===== src/rtl/mem_router_pkg.sv =====
// mem_router_pkg: bus widths, request counts, response codes and access-size helper.
package mem_router_pkg;
    localparam int ADDR_W = 32;
    localparam int WORD_W = 32;
    localparam int MEM_COUNT_W = 2;
    localparam int MEM_CODE_W = 2;
    localparam logic [MEM_COUNT_W-1:0] MEM_COUNT_NONE = 2'd0;
    localparam logic [MEM_COUNT_W-1:0] MEM_COUNT_BYTE = 2'd1;
    localparam logic [MEM_COUNT_W-1:0] MEM_COUNT_HALF = 2'd2;
    localparam logic [MEM_COUNT_W-1:0] MEM_COUNT_WORD = 2'd3;
    localparam logic [MEM_CODE_W-1:0] MEM_CODE_NONE = 2'd0;
    localparam logic [MEM_CODE_W-1:0] MEM_CODE_READ = 2'd1;
    localparam logic [MEM_CODE_W-1:0] MEM_CODE_WRITE = 2'd2;
    localparam logic [MEM_CODE_W-1:0] MEM_CODE_INVALID = 2'd3;

    function automatic logic [2:0] mem_size(input logic [MEM_COUNT_W-1:0] count);
        return count == MEM_COUNT_WORD ? 3'd4 : count == MEM_COUNT_HALF ? 3'd2 : 3'd1;
    endfunction
endpackage


===== src/rtl/mem_region_decode.sv =====
// mem_region_decode: full-containment hit and alignment check of one access against one region.
module mem_region_decode
    import mem_router_pkg::*;
#(
    parameter int unsigned START = 0,
    parameter int unsigned SIZE = 4096
) (
    input  logic [ADDR_W-1:0]      addr,
    input  logic [MEM_COUNT_W-1:0] count,
    output logic                   hit,
    output logic                   misaligned
);
    logic [ADDR_W:0] lo, hi, last;
    // one extra bit so region ends and access ends at the top of the map never wrap
    assign lo = (ADDR_W+1)'(START);
    assign hi = lo + (ADDR_W+1)'(SIZE);
    assign last = {1'b0, addr} + (ADDR_W+1)'(mem_size(count));
    assign hit = {1'b0, addr} >= lo && last <= hi;
    assign misaligned = (count == MEM_COUNT_HALF && addr[0]) || (count == MEM_COUNT_WORD && addr[1:0] != 2'd0);
endmodule


===== src/rtl/mem_router.sv =====
// mem_router: routes master requests to RAM or GPIO, returns the 1-cycle response and tracks faults.
module mem_router
    import mem_router_pkg::*;
#(
    parameter int unsigned RAM_ADDR_START = 0,
    parameter int unsigned RAM_SIZE = 4096,
    parameter int unsigned GPIO_ADDR_START = 'h8000,
    parameter int unsigned GPIO_BANK_COUNT = 4
) (
    input  logic                   clk,
    input  logic                   aresetn,
    input  logic [ADDR_W-1:0]      i_req_addr,
    input  logic [WORD_W-1:0]      i_req_wr_data,
    input  logic                   i_req_wr_en,
    input  logic [MEM_COUNT_W-1:0] i_req_count,
    output logic [WORD_W-1:0]      o_res_rd_data,
    output logic [MEM_CODE_W-1:0]  o_res_code,
    output logic [ADDR_W-1:0]      o_ram_req_addr,
    output logic [WORD_W-1:0]      o_ram_req_wr_data,
    output logic                   o_ram_req_wr_en,
    output logic [MEM_COUNT_W-1:0] o_ram_req_count,
    output logic [ADDR_W-1:0]      o_gpio_req_addr,
    output logic [WORD_W-1:0]      o_gpio_req_wr_data,
    output logic                   o_gpio_req_wr_en,
    output logic [MEM_COUNT_W-1:0] o_gpio_req_count,
    input  logic [WORD_W-1:0]      i_ram_res_rd_data,
    input  logic [MEM_CODE_W-1:0]  i_ram_res_code,
    input  logic [WORD_W-1:0]      i_gpio_res_rd_data,
    input  logic [MEM_CODE_W-1:0]  i_gpio_res_code,
    output logic                   o_fault,
    output logic [ADDR_W-1:0]      o_fault_addr,
    output logic [7:0]             o_fault_cnt,
    input  logic                   i_fault_clr
);
    localparam logic [1:0] T_NONE = 2'd0;
    localparam logic [1:0] T_RAM = 2'd1;
    localparam logic [1:0] T_GPIO = 2'd2;
    localparam logic [1:0] T_ERR = 2'd3;

    logic ram_hit, ram_mis, gpio_hit, gpio_mis;
    logic active, ram_ok, gpio_ok, err;
    logic [1:0] target;

    mem_region_decode #(.START(RAM_ADDR_START), .SIZE(RAM_SIZE)) u_ram_dec (
        .addr(i_req_addr), .count(i_req_count), .hit(ram_hit), .misaligned(ram_mis)
    );
    mem_region_decode #(.START(GPIO_ADDR_START), .SIZE(GPIO_BANK_COUNT)) u_gpio_dec (
        .addr(i_req_addr), .count(i_req_count), .hit(gpio_hit), .misaligned(gpio_mis)
    );

    assign active = i_req_count != MEM_COUNT_NONE;
    assign ram_ok = active && ram_hit && !ram_mis;
    // an overlap of both regions goes to RAM
    assign gpio_ok = active && gpio_hit && !ram_hit && !gpio_mis;
    assign err = active && !ram_ok && !gpio_ok;

    assign o_ram_req_addr = i_req_addr - ADDR_W'(RAM_ADDR_START);
    assign o_ram_req_wr_data = i_req_wr_data;
    assign o_ram_req_wr_en = ram_ok && i_req_wr_en;
    assign o_ram_req_count = ram_ok ? i_req_count : MEM_COUNT_NONE;
    assign o_gpio_req_addr = i_req_addr - ADDR_W'(GPIO_ADDR_START);
    assign o_gpio_req_wr_data = i_req_wr_data;
    assign o_gpio_req_wr_en = gpio_ok && i_req_wr_en;
    assign o_gpio_req_count = gpio_ok ? i_req_count : MEM_COUNT_NONE;

    always_ff @(posedge clk or negedge aresetn) begin
        if (!aresetn)
            target <= T_NONE;
        else
            target <= !active ? T_NONE : ram_ok ? T_RAM : gpio_ok ? T_GPIO : T_ERR;
    end

    always_ff @(posedge clk or negedge aresetn) begin
        if (!aresetn) begin
            o_fault <= 1'b0;
            o_fault_addr <= '0;
            o_fault_cnt <= '0;
        end else if (i_fault_clr) begin
            o_fault <= 1'b0;
            o_fault_addr <= '0;
            o_fault_cnt <= '0;
        end else if (err) begin
            o_fault <= 1'b1;
            o_fault_addr <= o_fault ? o_fault_addr : i_req_addr;
            o_fault_cnt <= o_fault_cnt == 8'hff ? o_fault_cnt : o_fault_cnt + 8'd1;
        end
    end

    assign o_res_rd_data = target == T_RAM ? i_ram_res_rd_data : target == T_GPIO ? i_gpio_res_rd_data : '0;
    assign o_res_code = target == T_RAM ? i_ram_res_code : target == T_GPIO ? i_gpio_res_code :
                        target == T_ERR ? MEM_CODE_INVALID : MEM_CODE_NONE;
endmodule


===== config.mk =====
export PLATFORM = sky130hd
export DESIGN_NAME = mem_router
export DESIGN_NICKNAME = d
export VERILOG_FILES = /design/src/rtl/mem_router_pkg.sv /design/src/rtl/mem_region_decode.sv /design/src/rtl/mem_router.sv
export SDC_FILE = /design/constraint.sdc
export NUM_CORES = 1
export LEC_CHECK = 0
export CAP_MARGIN = 15
export CORE_AREA = 2 2 136 138
export DETAILED_ROUTE_END_ITERATION = 10
export DIE_AREA = 0 0 138 140
export GPL_TIMING_DRIVEN = 0
export PLACE_DENSITY = 0.65
export SETUP_SLACK_MARGIN = 0.4
export SLEW_MARGIN = 20
export SYNTH_ARGS = -nofsm -noshare
export SYNTH_HDL_FRONTEND = slang
export SYNTH_SLANG_ARGS = --single-unit

===== constraint.sdc =====
create_clock -name clk -period 5.55 [get_ports clk]
set_input_delay 1.11 -clock clk [delete_from_list [all_inputs] [get_ports clk]]
set_output_delay 1.11 -clock clk [all_outputs]
set_load 0.1 [all_outputs]

==> summary.txt <==
Global routing
  – Global-route wire length before repair: 32,800 um
  – Grt ovf: 0
  – Antenna violations before repair: 2
  – Largest net degree at the start of global routing: 26
  – Total Routing Usage GR: a little over a fifth
  – Vias in the first global route: 5,435

Yosys
  – Ys flop type: dfrtp_1
  – Post-synth EDFFs: 0
  – Syn. warnings: 0
  – Async set-reset flop share out of synthesis: 100%
  – Register area share after synthesis: between 20% and 30%
  – Distinct cells, synth: 65
  – Mapped Avg Cell Area: 8.26 sq um
  – Syn Nets: 736
  – Flops & latches, synth: 43
  – Syn Inst Count: 592
  – Mapped Area: 0.00489 sq mm

Power
  – Pwr Density: approximately 210 mW/mm^2
  – Peak supply drop: 0.127 mV
  – P_leak: 0.00375 uW

Clock tree
  – Clk_lat worst skew: about 300 ps
  – CTS tree: done
  – CTS Sinks: 43
  – Worst-path clk slew: 70 ps
  – Num CTS Buffers: 5
  – CTS root buffer: clkbuf_16
  – H-tree depth: 2
  – Clock Path Buffers: 2

Run status
  – Status: finished, final reports clean

Routing
  – Vias per cell: 4.80
  – # DRC: 0
  – Number of nets with antenna violations after routing: 0
  – DR vias: 5,578
  – First drt pass iteration count: 5
  – Routed WL: 21,700 um
  – Drt initial violations: 249
  – DR WL/cell: about 19 um

Cells and area
  – P&R area growth vs syn: 83.6%
  – Most common cell after layout, fill and taps aside: clkdlybuf4s50_1
  – Fin nets: 1,074
  – Most frequent cells in the layout: clkdlybuf4s50_1, buf_4, nand2b_1
  – Post-route cell area: 0.00898 sq mm
  – Fill cell count: 1,718
  – Fraction of layout cells with a size suffix above 1: a little over a quarter

Setup path
  – CP endpoint kind: output pin
  – CP Max Fanout: 7
  – Reg2reg path depth: 6
  – WP data arrival: between 4000 and 5000 ps
  – Startpoint types: input pin
  – Critical path data required time: 4440 ps
  – Setup Crit Path Kind: input pin to output pin

Floorplanning
  – Die area: 0.0193 sq mm
  – Starting Density: between 20% and 30%
  – Ports: 347
  – Die X-Extent: 138 um
  – # rows: 49
  – Core outline area: 0.0178 sq mm
  – DIE HEIGHT: 140 um

Worst hold path
  – Worst hold path type: flip-flop to flip-flop
  – Worst Hold Path Cells: 2

Timing
  – Slew HR: between 20% and 30%
  – Least-Margin Pin Slew: 1180 ps
  – Setup-failing EPs final: 0
  – Max Slew Vio Count: 0
  – Skew final: 7.16 ps
  – Max Freq: 0.183 GHz
  – WHS: ~540 ps
  – Fin crit period: 5450 ps
  – Unrepaired setup endpoints after global routing: true
  – Tcrit/Tclk final: 98.2%
  – Final hold violation count: 0

Placement
  – Post-DP HPWL: 17,400 um
  – Final GP Congestion: 0.885
  – Placed cell area: 0.00837 sq mm
  – Port Buf Inserts: 306

Run
  – Maxcap violations: 0
## cell usage after synthesis, types with 4 or more instances
cell type  instances  area, sq um
nor4_1            15         93.8
dfrtp_1           43         1080
xnor2_1            9         78.8
ha_1               5         62.6
a21oi_1           14         70.1
inv_1             10         37.5
buf_2              5         25.0
buf_4            111          833
or2_2              5         31.3
mux2i_1           35          350
o211ai_1           4         30.0
o21ai_0            5         25.0
nor2b_1            7         43.8
and3_1             7         43.8
nor3b_1            4         30.0
xor2_1             9         78.8
nand4_1           11         68.8
clkbuf_1          28          105
or3_1              8         50.1
or4_1              4         30.0
a22o_1            32          280
nand2b_1          64          400
and2_1             5         31.3
nand2_1           22         82.6
nor2_1            34          128
mux2_2             4         45.0
nor3_1            16         80.1
nand3_1           15         75.1
## what timing repair did
item	4_1_cts	5_1_grt
gates resized for setup	178	38
pin swaps	19	14
endpoints found under the setup margin	47	11
buffers inserted	19	5
hold buffers	0	0
## critical path: stages
cell,delay [ps]
buf_8,100
buf_6,120
inv_8,50
nor2_4,40
ha_4,300
a21oi_4,60
buf_4,140
a211oi_4,430
nand4_1,190
xnor2_1,220
a211o_1,270
or4b_4,560
nor4b_4,360
and2_4,220
buf_12,170
## final timing paths
path / from / endpoint / slack, ps
worst min register to register: o_fault_addr[26]$_DFFE_PN0P_ / o_fault_addr[26]$_DFFE_PN0P_ / 540
worst max-delay path: i_req_count[1] / o_gpio_req_count[1] / 100
min in group asynchronous: aresetn / o_fault_addr[11]$_DFFE_PN0P_ / 770
max in group asynchronous: aresetn / o_fault_addr[30]$_DFFE_PN0P_ / 4270
worst max register to register: o_fault_cnt[0]$_DFFE_PN0P_ / o_fault_cnt[3]$_DFFE_PN0P_ / 3460
worst min-delay path: o_fault_addr[26]$_DFFE_PN0P_ / o_fault_addr[26]$_DFFE_PN0P_ / 540
## sequential cells by signal (all words and copies together) (netlist names)
signal and cells:
target 2, o_fault_cnt 8, o_fault_addr 32, o_fault 1
## logic make-up (layout without fill, tap and decap cells)
group,count (synthesis),in the layout,synth area share [%]
other cells,0,2,0
fa+ha+maj,6,6,1.69
buf+inv,157,496,21.2
flops,43,43,22.0
compound gates,91,91,15.1
xor+xnor,18,18,3.23
simple gates,236,236,28.3
mux,41,41,8.55
## power breakdown
part	switching, uW	internal, uW	total [uW]
registers	13.3	333	346
clock network	146	214	360
logic	840	333	1170
## routing by layer
metal	wire [um]	vias to the layer above	track usage, %
met2	11400	233	39.4
met5	0	-	0
met1	8600	2662	25.3
li1	-	2671	-
met4	225	0	4.30
met3	1560	12	5.85
## through the flow
stage | util, % | power, uW | setup TNS [ps] | setup WS (ps) | std cells
2_1_floorplan | - | 1190 | 0 | 103 | 592
3_3_place_gp | 47.0 | 1500 | -13600 | -1970 | 1127
3_5_place_dp | 47.1 | 1500 | -12810 | -1940 | 1128
4_1_cts | 49.9 | 1890 | 0 | 7.22 | 1155
5_1_grt | 50.5 | 1940 | -50.0 | -20.1 | 1162
6_report | 50.5 | 1880 | 0 | 98.4 | 1162
## layout make-up
| class | count | area, sq um | area share [%] |
|---|---|---|---|
| clock buffers | 5 | 125 | 1.39 |
| inverters | 10 | 45.0 | 0.502 |
| repair buffers | 331 | 3260 | 36.3 |
| multi-input cells | 392 | 3060 | 34.1 |
| well taps | 229 | 287 | 3.19 |
| plain buffers | 147 | 1070 | 11.9 |
| flip-flops and latches | 43 | 1080 | 12.0 |
| clock inverters | 3 | 46.3 | 0.516 |
| diodes | 2 | 5.00 | 0.0557 |
Power figures use the tool's default switching activity.
